**config.mk**
```make
export PLATFORM = sky130hd
export DESIGN_NAME = seg_scan_driver
export DESIGN_NICKNAME = d
export VERILOG_FILES = /design/src/rtl/seg_scan_driver.sv
export SDC_FILE = /design/constraint.sdc
export NUM_CORES = 1
export LEC_CHECK = 0
export ABC_AREA = 1
export BUFFER_PORTS_ARGS = -buffer_cell sky130_fd_sc_hd__buf_2
export CORE_MARGIN = 3
export CORE_UTILIZATION = 35
export DETAILED_ROUTE_END_ITERATION = 10
export PLACE_DENSITY = 0.56
export SYNTH_ARGS = -nofsm -noshare
export SYNTH_HDL_FRONTEND = slang
export SYNTH_SLANG_ARGS = --single-unit
```
**constraint.sdc**
```tcl
create_clock -name clk -period 1.8 [get_ports clk]
set_clock_uncertainty 0.1 [all_clocks]
set_input_delay 0.36 -clock clk [delete_from_list [all_inputs] [get_ports clk]]
set_output_delay 0.36 -clock clk [all_outputs]
set_load 0.02 [all_outputs]
```
**src/rtl/seg_scan_driver.sv**
```systemverilog
// seg_scan_driver: time-multiplexed driver for a 4-digit, common-anode,
// 7-segment display, with leading-zero blanking.
//
// Ports:
//   clk, rst       clock; asynchronous active-high reset
//   digits[15:0]   four BCD digits, [3:0] = digit 0 (rightmost)
//   dp[3:0]        decimal-point request per digit (1 = lit)
//   load           capture digits/dp into the shadow register
//   blank_lz       enable leading-zero blanking (combinational, not stored)
//   seg_n[6:0]     segments a..g on bits [0]..[6], active-low, registered
//   dp_n           decimal-point segment, active-low, registered
//   an_n[3:0]      digit enables, active-low, registered
//   frame          one-cycle pulse after the scan wraps from digit 3 to 0
module seg_scan_driver #(
  parameter int unsigned SCAN_DIV = 50000
) (
  input  logic        clk,
  input  logic        rst,
  input  logic [15:0] digits,
  input  logic [3:0]  dp,
  input  logic        load,
  input  logic        blank_lz,
  output logic [6:0]  seg_n,
  output logic        dp_n,
  output logic [3:0]  an_n,
  output logic        frame
);

  localparam logic [15:0] LAST = 16'(SCAN_DIV - 1);

  logic [15:0] cnt;
  logic        tick;
  logic [1:0]  idx;
  logic [15:0] sh_dig;
  logic [3:0]  sh_dp;

  assign tick = (cnt == LAST);

  // Active-high gfedcba pattern; non-BCD codes show a dash.
  function automatic logic [6:0] decode(input logic [3:0] d);
    case (d)
      4'd0:    decode = 7'b0111111;
      4'd1:    decode = 7'b0000110;
      4'd2:    decode = 7'b1011011;
      4'd3:    decode = 7'b1001111;
      4'd4:    decode = 7'b1100110;
      4'd5:    decode = 7'b1101101;
      4'd6:    decode = 7'b1111101;
      4'd7:    decode = 7'b0000111;
      4'd8:    decode = 7'b1111111;
      4'd9:    decode = 7'b1101111;
      default: decode = 7'b1000000;
    endcase
  endfunction

  // A digit is a leading zero when it and every digit to its left are zero.
  // Digit 0 always stays lit so a zero value still shows "0".
  logic [3:1] zero;
  logic [3:0] blank;
  assign blank[0] = 1'b0;
  for (genvar g = 1; g < 4; g++) begin : g_blank
    assign zero[g]  = (sh_dig[g*4 +: 4] == 4'd0);
    assign blank[g] = &zero[3:g];
  end

  // Prescaler, scan index, frame pulse.
  always_ff @(posedge clk or posedge rst) begin
    if (rst) begin
      cnt   <= '0;
      idx   <= '0;
      frame <= 1'b0;
    end else begin
      cnt   <= tick ? '0 : cnt + 16'd1;
      frame <= tick && (idx == 2'd3);
      if (tick) idx <= idx + 2'd1;
    end
  end

  // Shadow register: the display never reads digits/dp directly.
  always_ff @(posedge clk or posedge rst) begin
    if (rst) begin
      sh_dig <= '0;
      sh_dp  <= '0;
    end else if (load) begin
      sh_dig <= digits;
      sh_dp  <= dp;
    end
  end

  // Next output values from the pre-edge index and shadow.
  logic [3:0] cur;
  logic [6:0] seg_d;
  logic       dp_d;
  logic [3:0] an_d;

  assign cur = sh_dig[{idx, 2'b00} +: 4];

  always_comb begin
    seg_d = ~decode(cur);
    dp_d  = ~sh_dp[idx];
    an_d  = ~(4'b0001 << idx);
    if (blank_lz && blank[idx]) begin
      seg_d = 7'h7F;
      dp_d  = 1'b1;
      an_d  = 4'hF;
    end
  end

  always_ff @(posedge clk or posedge rst) begin
    if (rst) begin
      seg_n <= 7'h7F;
      dp_n  <= 1'b1;
      an_n  <= 4'hF;
    end else begin
      seg_n <= seg_d;
      dp_n  <= dp_d;
      an_n  <= an_d;
    end
  end

endmodule

```
Yosys cells after proc, flatten, opt, wreduce, memory -nomap -nowiden
Memory sizes are Yosys's and may differ from the RTL's.
Cells that the tools add are included.
{"block": "totals", "rom_bits": 112, "memories": 1, "ff_bits": 51, "inputBits": 24, "output_inout_bits": 13}
{"memory": "(name not given)", "words": 16, "width": 7, "read_ports": 1, "rd_ports_with_merged_regs": 0, "write_ports": 0, "line": "41", "text": "case (d)"}
{"block": "op_classes", "reduce_logical": 7, "n_lt_le_gt_ge": 1, "shifts": 2, "mux": 8, "n_eq_ne": 2, "n_bitwise": 3, "n_addsub": 2}
{"cell": "16-bit by 1-bit adder with 16-bit output (second input constant)", "n": 1}
{"cell": "16-bit == test (second input constant)", "n": 1}
{"cell": "16-bit two-way mux", "n": 1}
{"cell": "16-bit by 5-bit indexed part select with 4-bit output", "n": 1}
{"cell": "4-bit zero test", "n": 3}
{"cell": "7-bit two-way mux", "n": 1}
{"cell": "7-bit NOT", "n": 1}
{"cell": "1-bit binary-select mux with 2-bit select", "n": 2}
{"cell": "4-bit two-way mux", "n": 1}
{"cell": "4-bit NOT", "n": 1}
{"cell": "1-bit by 2-bit left shift with 4-bit output (first input constant)", "n": 1}
{"cell": "2-bit by 3-bit less-than comparator with 1-bit output (second input constant)", "n": 1}
{"cell": "1-bit two-way mux", "n": 3}
{"cell": "3-bit AND reduction", "n": 1}
{"cell": "2-bit by 1-bit adder with 2-bit output (second input constant)", "n": 1}
{"cell": "2-bit == test (second input constant)", "n": 1}
{"cell": "1-bit logical AND", "n": 2}
{"cell": "2-bit AND reduction", "n": 1}
{"cell": "1-bit NOT", "n": 1}

Logic depth before layout (Yosys ltp)
Gate-level depths: netlist of run 1.
{"block": "logic_depth", "ltp_word": 6, "mapped_depth": 11, "mapped_depth_nobuf": 10}

Worst setup path before layout of run 1
OpenSTA, ideal clock, no wires.
{"block": "synth_timing", "path_kind": "register to register", "start": "register idx[0]", "end": "register seg_n[3]", "setup_ns": 0.084, "t_required_ns": 1.616, "slack_ns": 0.153, "path_stages_with_launch": 10, "path_buffers": 1, "arrival_time_ns": 1.462, "cell_sequence": "dfrtp_1 buf_6 a21oi_1 o21ai_0 nand2_1 inv_1 ha_1 nand3_1 nand3_1 nand3_1"}
{"block": "synth_between", "elab_chain_cells": 4}
{"element": "start: declaration", "line": "33", "text": "logic [1:0] idx;"}
{"element": "start signal: assignment", "line": "75", "text": "if (tick) idx <= idx + 2'd1;"}
{"element": "16-bit by 5-bit indexed part select with 4-bit output or 1-bit binary-select mux with 2-bit select (tied branches)", "line": "96, 102"}
{"element": "memory read 16 x 7 bit or 1-bit two-way mux (tied branches)"}
{"element": "7-bit NOT or 1-bit logical AND (tied branches)", "line": "99, 102"}
{"element": "7-bit two-way mux (*)", "line": "102", "text": "if (blank_lz && blank[idx]) begin"}
{"element": "named net seg_d[3]", "line": "92", "text": "logic [6:0] seg_d;"}
{"element": "end signal: assignment", "line": "115", "text": "seg_n <= seg_d;"}
{"element": "end: declaration", "line": "23", "text": "output logic [6:0] seg_n,"}
The timed path passes the listed nets; every way through them passes the cells marked *. The select of a mux whose other input is x is not followed.
A chain may end at the register's enable or synchronous reset.

Final worst setup path of run 1
Ends and elaborated chain as after synthesis.

==> run_results.csv, run 1 <==
group,metric,value,unit
status,status,"finished with violations",
status,violations,"negative hold slack",
synth,syn_avg_cell_area,8.84,sq um
synth,synth_top_family_by_area,"simple AND/OR/NAND/NOR gates",
power,leakage,1.45,nW
clock_tree,post_cts_buffers,0,
place,pre_cts_slack,0.162,ns
place,gp_congestion,0.801,
clock_tree,cts.sinks,51,
power,ir_worst_vdd,0.430,mV
cells_and_area,regArea,1290,sq um
synth,synthCells,291,
global_routing,antenna_found_initial,0,
timing,min_period,1.64,ns
timing,setup_tns,0,ns
timing,timing.fmax,612,MHz
cells_and_area,nets,370,
clock_tree,clock_latency,0.29,ns
synth,ys_warn_count,0,
timing,min_period_over_period,0.908,
timing,relSlewSlack,0.731,
timing,finalHoldViolations,6,
clock_tree,path_clk_slew,0.09,ns
power,p_int,1.61,mW
power,p_switching,561,uW
worst_hold_path,hold_path_class,"input pin to async pin",
cells_and_area,diodes,0,
global_routing,first_global_vias,1783,
floorplanning,initial_core_util,0.370,
clock_tree,cts_max_level,2,
clock_tree,root_buffer,"clkbuf_8",
floorplanning,die_h,91.7,um
worst_setup_path,max_stage_delay,0.47,ns
global_routing,gr-total-overflow,0,
timing,holdWs,-0.00489,ns
cells_and_area,multi_input_area,1100,sq um
cells_and_area,syn_to_final_growth,16.3,%
detailed_routing,via_per_inst,4.43,
detailed_routing,route.detailed.drc,0,
worst_setup_path,criticalPathCategory,"register to register",
power,combPwrFrac,0.132,
clock_tree,cts_tree,"built",
global_routing,grt_max_degree,52,
clock_tree,cts-buffers-inserted,5,
timing,worst_slack,0.165,ns
worst_setup_path,crit_required,1.93,ns
detailed_routing,routed_wl,4.95,mm
timing,worst_pin_slew,0.403,ns
synth,ys_ff_latch,51,
place,hpwl,3.74,mm
floorplanning,coreArea,6940,sq um
synth,synth_compound_area_frac,0.0599,
worst_setup_path,start_kind,"register",
floorplanning,die_area,8410,sq um
synth,synth-simple-area-share,0.261,
worst_setup_path,cpMaxStageDelayCell,"dfrtp_2",
synth,synth.area.mux_share,0.0263,
cells_and_area,drive_gt1_frac,0.276,
floorplanning,ioPinCount,37,
synth,netlist_area,2570,sq um
cells_and_area,post-route-cell-area,2990,sq um
synth,yosysSeqAreaShare,0.502,
timing,rsz0062_at_grt,"no",
synth,yosys.area_share.xor_xnor,0.0307,
synth,synthAdderAreaFrac,0.0487,
cells_and_area,final_cell_mix,"64 x nand2_1, 38 x dfrtp_1, 36 x buf_2, 34 x inv_1, 28 x nor2_1",
floorplanning,die_x,91.7,um
timing,setup_viol,0,
cells_and_area,layout_commonest_cell,"nand2_1",
place,numPortBuffers,36,
worst_setup_path,crit_fanout,10,
cells_and_area,fillCellCount,712,
detailed_routing,final_antenna_net_count,0,
clock_tree,cts_max_path_buffers,2,
synth,syn-num-nets,325,
worst_setup_path,end_kind,"register",
worst_setup_path,arrival,1.77,ns
global_routing,grt_pass1_wl,8.52,mm
timing,maxSlewViolCount,0,
worst_setup_path,path_common_cell,"nand3_1",
global_routing,gr-usage-all-layers,0.126,
floorplanning,rows,30,
power,cellPowerDensity,728,nW/um^2
power,p_seq_frac,0.581,
job,drv_cap,0,
synth,synth.distinct_cells,29,
detailed_routing,wl_per_cell,11.4,um
power,p_clk_frac,0.287,
detailed_routing,drt-initial-drc-count,122,
power,swShare,0.258,
detailed_routing,vias,1917,
worst_setup_path,crit_chain,"a21oi_1, o21ai_0, nand2_1, inv_1, ha_1, nand3_1, nand3_1, nand3_1",
place,dpl_cell_area,2910,sq um
detailed_routing,first_pass_iters,4,
==> layout make-up <==
cell class | count | area share
clock buffers | 7 | 0.0255
clock inverters | 1 | 0.00167
inverters | 39 | 0.0494
multi-input cells | 195 | 0.367
flip-flops and latches | 51 | 0.432
well taps | 96 | 0.0402
repair buffers | 44 | 0.0845
==> timing repair <==
| action | in CTS | in global routing |
|---|---|---|
| gates resized for setup | 0 | 1 |
| hold buffers | 0 | 0 |
| endpoints found under the setup margin | 0 | 1 |
==> cell usage after synthesis (all sizes together) <==
library cell | number | area share
dfstp | 12 | 0.12
o21ai | 21 | 0.042
xor2 | 9 | 0.031
nor2 | 31 | 0.050
inv | 38 | 0.055
clkbuf | 2 | 0.0029
nand2 | 74 | 0.12
nand4 | 4 | 0.0097
mux2 | 6 | 0.026
or2 | 1 | 0.0024
nor3 | 1 | 0.0019
nand3 | 30 | 0.075
clkinv | 1 | 0.0019
dfrtp | 39 | 0.38
a21oi | 6 | 0.012
o21bai | 2 | 0.0058
ha | 10 | 0.049
buf | 4 | 0.011
==> critical path: cells and delay by family, from the launching register on <==
kind,cells,cell delay [ns]
DFF,1,0.47
buffers and inverters,1,0.09
AOI/OAI and AO/OA,2,0.24
adders and majority gates,1,0.29
and+or+nand+nor,4,0.37
==> power by group through the flow <==
stage	clock [mW]	combinational (mW)	sequential (mW)
after CTS	0.653	0.294	1.26
after detailed placement	0	0.293	1.29
after global routing	0.703	0.328	1.27
after floorplan	0	0.162	1.32
final	0.625	0.287	1.26
after global placement	0	0.291	1.28
==> flip-flops by register name, indices dropped and copies added, names as in the netlist <==
name / flops
cnt: 16
sh_dig: 16
seg_n: 7
an_n: 4
sh_dp: 4
idx: 2
dp_n: 1
frame: 1
==> cell families (layout without fill, tap and decap cells) <==
logic type | after synthesis | in the layout
muxes | 6 | 6
and+or+nand+nor | 141 | 141
AOI/OAI and AO/OA | 29 | 29
adders and majority gates | 10 | 10
buffers and inverters | 45 | 91
xor gates and xnor gates | 9 | 9
DFF | 51 | 51
==> through the flow <==
stage,cells,total power [mW],util,hold WS (ns)
floorplan,291,1.48,-,0.329
global placement,425,1.58,0.419,0.327
detailed placement,425,1.58,0.419,0.331
CTS,433,2.21,0.430,0.00164
global route,433,2.30,0.431,0.0123
finish,433,2.18,0.431,-0.00489
==> metal layers <==
layer  up-vias  GRT usage  share of wire
met2        38      0.170           0.41
met3         4     0.0279          0.054
met5         -          0              0
met1       869      0.196           0.53
met4         0     0.0371         0.0099
li1       1006          -              -
==> worst paths after layout <==
kind                                     from                     to  slack (ns)  cells past startpoint
min reg2reg                  cnt[0]$_DFF_PP0_       cnt[0]$_DFF_PP0_        0.36                      1
max reg2reg                idx[0]$_DFFE_PP0N_     seg_n[3]$_DFF_PP1_        0.16                      8
min in group clk                    digits[4]  sh_dig[4]$_DFFE_PP0P_        0.17                      3
max                        idx[0]$_DFFE_PP0N_     seg_n[3]$_DFF_PP1_        0.16                      8
max in group asynchronous                 rst         dp_n$_DFF_PP1_        1.31                      3
min                                       rst      cnt[12]$_DFF_PP0_      -0.005                      3
(Power assumes the default switching activity.)
==> inputs of run 2 (changes only) <==
--- a/config.mk
+++ b/config.mk
@@ -7,7 +7,7 @@
 export LEC_CHECK = 0
 export ABC_AREA = 1
 export BUFFER_PORTS_ARGS = -buffer_cell sky130_fd_sc_hd__buf_2
-export CORE_MARGIN = 3
+export CORE_MARGIN = 5
 export CORE_UTILIZATION = 35
 export DETAILED_ROUTE_END_ITERATION = 10
 export PLACE_DENSITY = 0.56
==> run 2 against run 1 <==
- the flow now finishes without violations
- hold slack better by 0.15 ns
- clock power rose by 13%
- global-route usage down 0.72 points
- final cell count grew 1.8%
- flip-flop and latch count unchanged
- combinational power increased by 2%
- critical endpoint is now seg_n[5]$_DFF_PP1_
- routed wire length grew 0.75%
==> run_results.csv, run 2 (synthesis results as in run 1) <==
group,metric,value,unit
detailed_routing,wl_per_cell,11.3,um
cells_and_area,diodes,0,
cells_and_area,fillCellCount,739,
power,p_switching,626,uW
worst_setup_path,arrival,1.77,ns
detailed_routing,final_antenna_net_count,0,
timing,worst_slack,0.168,ns
clock_tree,cts-buffers-inserted,5,
cells_and_area,final_cell_mix,"64 x nand2_1, 38 x dfrtp_1, 36 x buf_2, 34 x inv_1, 28 x nor2_1",
cells_and_area,nets,375,
floorplanning,ioPinCount,37,
worst_setup_path,crit_fanout,6,
timing,rsz0062_at_grt,"no",
timing,timing.fmax,613,MHz
power,p_clk_frac,0.312,
job,drv_cap,0,
timing,setup_tns,0,ns
floorplanning,die_h,95.7,um
clock_tree,root_buffer,"clkbuf_8",
power,p_int,1.63,mW
power,swShare,0.277,
detailed_routing,routed_wl,4.99,mm
detailed_routing,drt-initial-drc-count,59,
place,hpwl,3.75,mm
cells_and_area,utilization,0.422,
global_routing,antenna_found_initial,0,
cells_and_area,syn_to_final_growth,18.4,%
timing,finalHoldViolations,0,
timing,min_period,1.63,ns
place,numPortBuffers,36,
place,gp_congestion,0.830,
timing,min_period_over_period,0.907,
detailed_routing,vias,1922,
place,pre_cts_slack,0.110,ns
global_routing,first_global_vias,1841,
power,cellPowerDensity,742,nW/um^2
worst_setup_path,start_kind,"register",
detailed_routing,route.detailed.drc,0,
clock_tree,cts_max_path_buffers,2,
cells_and_area,multi_input_area,1100,sq um
worst_setup_path,path_common_cell,"nand3_1",
floorplanning,initial_core_util,0.356,
worst_setup_path,crit_chain,"clkbuf_2, nand2_1, nand3_1, nand2_2, inv_1, ha_1, inv_1, nand3_1, nand3_1, nand3_1",
global_routing,grt_pass1_wl,8.49,mm
floorplanning,coreArea,7210,sq um
cells_and_area,top_regs,"cnt: 16 flops, sh_dig: 16 flops, seg_n: 7 flops",
power,combPwrFrac,0.130,
power,leakage,1.48,nW
global_routing,grt_max_degree,52,
cells_and_area,regArea,1290,sq um
timing,relSlewSlack,0.753,
floorplanning,die_area,9160,sq um
clock_tree,clock_latency,0.31,ns
timing,setup_viol,0,
floorplanning,rows,31,
floorplanning,die_x,95.7,um
clock_tree,cts_tree,"built",
clock_tree,cts.sinks,51,
global_routing,gr-total-overflow,0,
clock_tree,cts_max_level,2,
cells_and_area,drive_gt1_frac,0.289,
worst_setup_path,max_stage_delay,0.46,ns
cells_and_area,layout_commonest_cell,"nand2_1",
detailed_routing,first_pass_iters,4,
timing,worst_pin_slew,0.367,ns
status,status,"completed",
worst_setup_path,cpMaxStageDelayCell,"dfrtp_2",
global_routing,gr-usage-all-layers,0.118,
clock_tree,path_clk_slew,0.11,ns
power,p_seq_frac,0.558,
worst_setup_path,crit_required,1.94,ns
timing,maxSlewViolCount,0,
worst_setup_path,criticalPathCategory,"register to register",
detailed_routing,via_per_inst,4.36,
worst_setup_path,end_kind,"register",
power,ir_worst_vdd,0.402,mV
worst_hold_path,hold_path_class,"input pin to register",
run 2: per-layer routing:
metal / vias to the layer above / wire length, um / global-route usage / share of wire
met5: - / 0 / 0 / 0
met2: 42 / 2080 / 0.173 / 0.42
met3: 5 / 307 / 0.0375 / 0.062
met1: 857 / 2550 / 0.169 / 0.51
li1: 1018 / - / - / -
met4: 0 / 54 / 0.0332 / 0.011
run 2: power groups by stage:
stage / Sequential (mW) / Clock [mW] / Combinational, mW
6_report: 1.26 / 0.704 / 0.294
5_1_grt: 1.27 / 0.779 / 0.336
4_1_cts: 1.26 / 0.734 / 0.296
3_5_place_dp: 1.28 / 0 / 0.294
3_3_place_gp: 1.28 / 0 / 0.291
2_1_floorplan: 1.32 / 0 / 0.162
run 2: cell type report:
type	instances	area share
multi-input combinational	195	0.360
tap	99	0.0407
clock inverter	3	0.00863
clock buffer	5	0.0226
timing repair buffer	49	0.0953
sequential	51	0.424
inverter	39	0.0485
run 2: path summary, 6_finish.rpt:
path                                          end                from  cells past startpoint  slack, ns
setup / recovery               seg_n[5]$_DFF_PP1_  idx[0]$_DFFE_PP0N_                     10       0.17
hold / removal             sh_dig[14]$_DFFE_PP0P_          digits[14]                      3       0.14
setup reg to reg               seg_n[5]$_DFF_PP1_  idx[0]$_DFFE_PP0N_                     10       0.17
hold reg to reg                  cnt[0]$_DFF_PP0_    cnt[0]$_DFF_PP0_                      1       0.36
max in group asynchronous       an_n[0]$_DFF_PP1_                 rst                      4       0.77
min in group asynchronous       cnt[14]$_DFF_PP0_                 rst                      4       0.52
run 2: critical path, delay by kind of cell (launching register included):
kind | cells | cell delay (ns)
simple gates | 6 | 0.51
fa+ha+maj | 1 | 0.19
buf+inv | 3 | 0.30
flops | 1 | 0.46
run 2: timing repair:
item,4_1_cts,5_1_grt
setup buffers,0,4
hold endpoints to repair,32,0
hold buffers,1,0
resized for setup,0,1
setup endpoints to repair,0,5
run 2: per-stage QoR:
step | total power, mW | std cells | instance area, sq um | hold slack [ns]
after floorplan | 1.48 | 291 | 2570 | 0.329
after global placement | 1.58 | 428 | 2910 | 0.328
after detailed placement | 1.58 | 428 | 2910 | 0.330
after CTS | 2.29 | 437 | 3020 | 0.136
after global routing | 2.39 | 441 | 3050 | 0.143
final | 2.26 | 441 | 3050 | 0.145
==> inputs of run 3 (changes only) <==
--- a/config.mk
+++ b/config.mk
@@ -7,7 +7,7 @@
 export LEC_CHECK = 0
 export ABC_AREA = 1
 export BUFFER_PORTS_ARGS = -buffer_cell sky130_fd_sc_hd__buf_2
-export CORE_MARGIN = 5
+export CORE_MARGIN = 10
 export CORE_UTILIZATION = 35
 export DETAILED_ROUTE_END_ITERATION = 10
 export PLACE_DENSITY = 0.56
==> run 3 against run 2 <==
- fmax fell by 1.5%
- hold slack got worse by 0.0094 ns
- die area rose by 22%
- flip-flop and latch count unchanged
- sequential share of layout area is 0.23 points lower
- combinational power barely moved
- largest power group unchanged
- via count increased by 0.47%
- non-clock buffer count increased by 2
- cell area up 0.53%
- highest routed layer unchanged
==> run_results.csv, run 3 (synthesis results as in run 1) <==
group,metric,value,unit
status,status,"completed",
floorplanning,die_area,11200,sq um
floorplanning,rows,31,
detailed_routing,via_per_inst,4.36,
worst_setup_path,crit_family,"simple AND/OR/NAND/NOR gates",
global_routing,first_global_vias,1981,
detailed_routing,route.detailed.drc,0,
global_routing,antenna_found_initial,0,
timing,timing.fmax,603,MHz
job,drv_cap,0,
place,numPortBuffers,36,
power,leakage,1.49,nW
timing,min_period,1.66,ns
cells_and_area,syn_to_final_growth,19.1,%
timing,setup_viol,0,
floorplanning,initial_core_util,0.356,
timing,worst_pin_slew,0.385,ns
power,combPwrFrac,0.128,
floorplanning,die_h,106,um
clock_tree,cts_max_level,2,
clock_tree,cts-buffers-inserted,5,
power,swShare,0.283,
worst_setup_path,cpMaxStageDelayCell,"dfrtp_2",
cells_and_area,post-route-cell-area,3060,sq um
clock_tree,root_buffer,"clkbuf_8",
power,ir_worst_vdd,0.340,mV
cells_and_area,final_cell_mix,"64 x nand2_1, 38 x dfrtp_1, 36 x buf_2, 34 x inv_1, 28 x nor2_1",
timing,finalHoldViolations,0,
detailed_routing,vias,1931,
timing,maxSlewViolCount,0,
detailed_routing,final_antenna_net_count,0,
clock_tree,cts.sinks,51,
worst_setup_path,arrival,1.79,ns
worst_hold_path,hold_path_class,"input pin to register",
worst_setup_path,criticalPathCategory,"register to register",
global_routing,grt_pass1_wl,9.29,mm
clock_tree,cts_max_path_buffers,2,
cells_and_area,nets,377,
cells_and_area,regArea,1290,sq um
worst_setup_path,cp_num_buf_inv,3,
worst_setup_path,crit_required,1.94,ns
power,p_clk_frac,0.317,
place,hpwl,4.01,mm
detailed_routing,wl_per_cell,12.3,um
cells_and_area,diodes,0,
power,p_int,1.63,mW
global_routing,gr-usage-all-layers,0.0996,
cells_and_area,drive_gt1_frac,0.294,
cells_and_area,fillCellCount,754,
clock_tree,path_clk_slew,0.11,ns
place,gp_congestion,0.845,
detailed_routing,first_pass_iters,4,
power,cellPowerDensity,744,nW/um^2
global_routing,gr-total-overflow,0,
timing,min_period_over_period,0.921,
timing,setup_tns,0,ns
cells_and_area,layout_commonest_cell,"nand2_1",
timing,relSlewSlack,0.742,
floorplanning,die_x,106,um
worst_setup_path,max_stage_delay,0.46,ns
worst_setup_path,path_common_cell,"nand3_1",
cells_and_area,top_regs,"cnt: 16 flops, sh_dig: 16 flops, seg_n: 7 flops",
cells_and_area,utilization,0.424,
worst_setup_path,crit_chain,"clkbuf_2, nand2_1, nand3_1, nand2_2, inv_1, ha_1, inv_1, nand3_1, nand3_1, nand3_1",
detailed_routing,drt-initial-drc-count,68,
clock_tree,clock_latency,0.32,ns
floorplanning,coreArea,7210,sq um
timing,rsz0062_at_grt,"no",
floorplanning,ioPinCount,37,
worst_setup_path,start_kind,"register",
clock_tree,cts_tree,"built",
power,p_switching,644,uW
worst_setup_path,crit_fanout,6,
cells_and_area,multi_input_area,1100,sq um
place,dpl_cell_area,2910,sq um
detailed_routing,routed_wl,5.45,mm
power,p_seq_frac,0.555,
worst_setup_path,end_kind,"register",
global_routing,grt_max_degree,52,
## run 3: changes by cell type in the layout (fill, tap and decap cells not counted)
cell | before | now
o21ai_1 | 1 | 3
inv_6 | 2 | 1
buf_4 | 10 | 12
clkinvlp_4 | 0 | 1
o21ai_0 | 19 | 17
clkinv_4 | 1 | 0
inv_8 | 0 | 1
## run 3: path summary, 6_finish.rpt
kind / end / slack (ns) / startpoint / depth (start not counted)
setup / recovery: seg_n[5]$_DFF_PP1_ / 0.14 / idx[0]$_DFFE_PP0N_ / 10
hold / removal: sh_dig[8]$_DFFE_PP0P_ / 0.14 / digits[8] / 3
setup reg to reg: seg_n[5]$_DFF_PP1_ / 0.14 / idx[0]$_DFFE_PP0N_ / 10
hold reg to reg: cnt[0]$_DFF_PP0_ / 0.36 / cnt[0]$_DFF_PP0_ / 1
max in group asynchronous: seg_n[6]$_DFF_PP1_ / 0.78 / rst / 4
min in group asynchronous: frame$_DFF_PP0_ / 0.52 / rst / 4
## run 3: area by class of cell
| cell class | count | area share |
|---|---|---|
| inverters | 39 | 0.0482 |
| flip-flops and latches | 51 | 0.422 |
| clock inverters | 3 | 0.00899 |
| multi-input cells | 195 | 0.358 |
| clock buffers | 5 | 0.0225 |
| well taps | 99 | 0.0405 |
| repair buffers | 51 | 0.0997 |
## run 3: power groups by stage
| stage | Combinational [mW] | Clock (mW) | Sequential (mW) |
|---|---|---|---|
| 3_3_place_gp | 0.293 | 0 | 1.28 |
| 6_report | 0.291 | 0.722 | 1.26 |
| 4_1_cts | 0.299 | 0.759 | 1.26 |
| 2_1_floorplan | 0.162 | 0 | 1.32 |
| 3_5_place_dp | 0.296 | 0 | 1.29 |
| 5_1_grt | 0.334 | 0.800 | 1.27 |
## run 3: what timing repair did
item                                   4_1_cts  5_1_grt
gates resized for setup                      0        3
setup buffers                                0        6
setup endpoints to repair                    0        6
endpoints found under the hold margin       39        0
hold buffers                                 1        0
## run 3: metal layers
| layer | track usage | wire, um | part of all wire | up-vias |
|---|---|---|---|---|
| met5 | 0 | 0 | 0 | - |
| met4 | 0.0300 | 45 | 0.0083 | 0 |
| met3 | 0.0390 | 365 | 0.067 | 5 |
| met2 | 0.146 | 2310 | 0.42 | 35 |
| met1 | 0.132 | 2730 | 0.50 | 874 |
| li1 | - | - | - | 1017 |
## run 3: through the flow
step	setup WS [ns]	std cells	hold slack, ns	total power, mW
floorplan	0.130	291	0.329	1.48
global route	0.0000129	443	0.137	2.41
finish	0.142	443	0.135	2.28
global placement	0.157	428	0.329	1.58
detailed placement	0.125	428	0.333	1.58
CTS	0.0837	437	0.130	2.32
## run 3: worst register-to-register path, delay by kind of cell, from the launching register on
| family | cells | cell delay, ns |
|---|---|---|
| adders and majority gates | 1 | 0.17 |
| buffers and inverters | 3 | 0.29 |
| and+or+nand+nor | 6 | 0.55 |
| DFF | 1 | 0.46 |
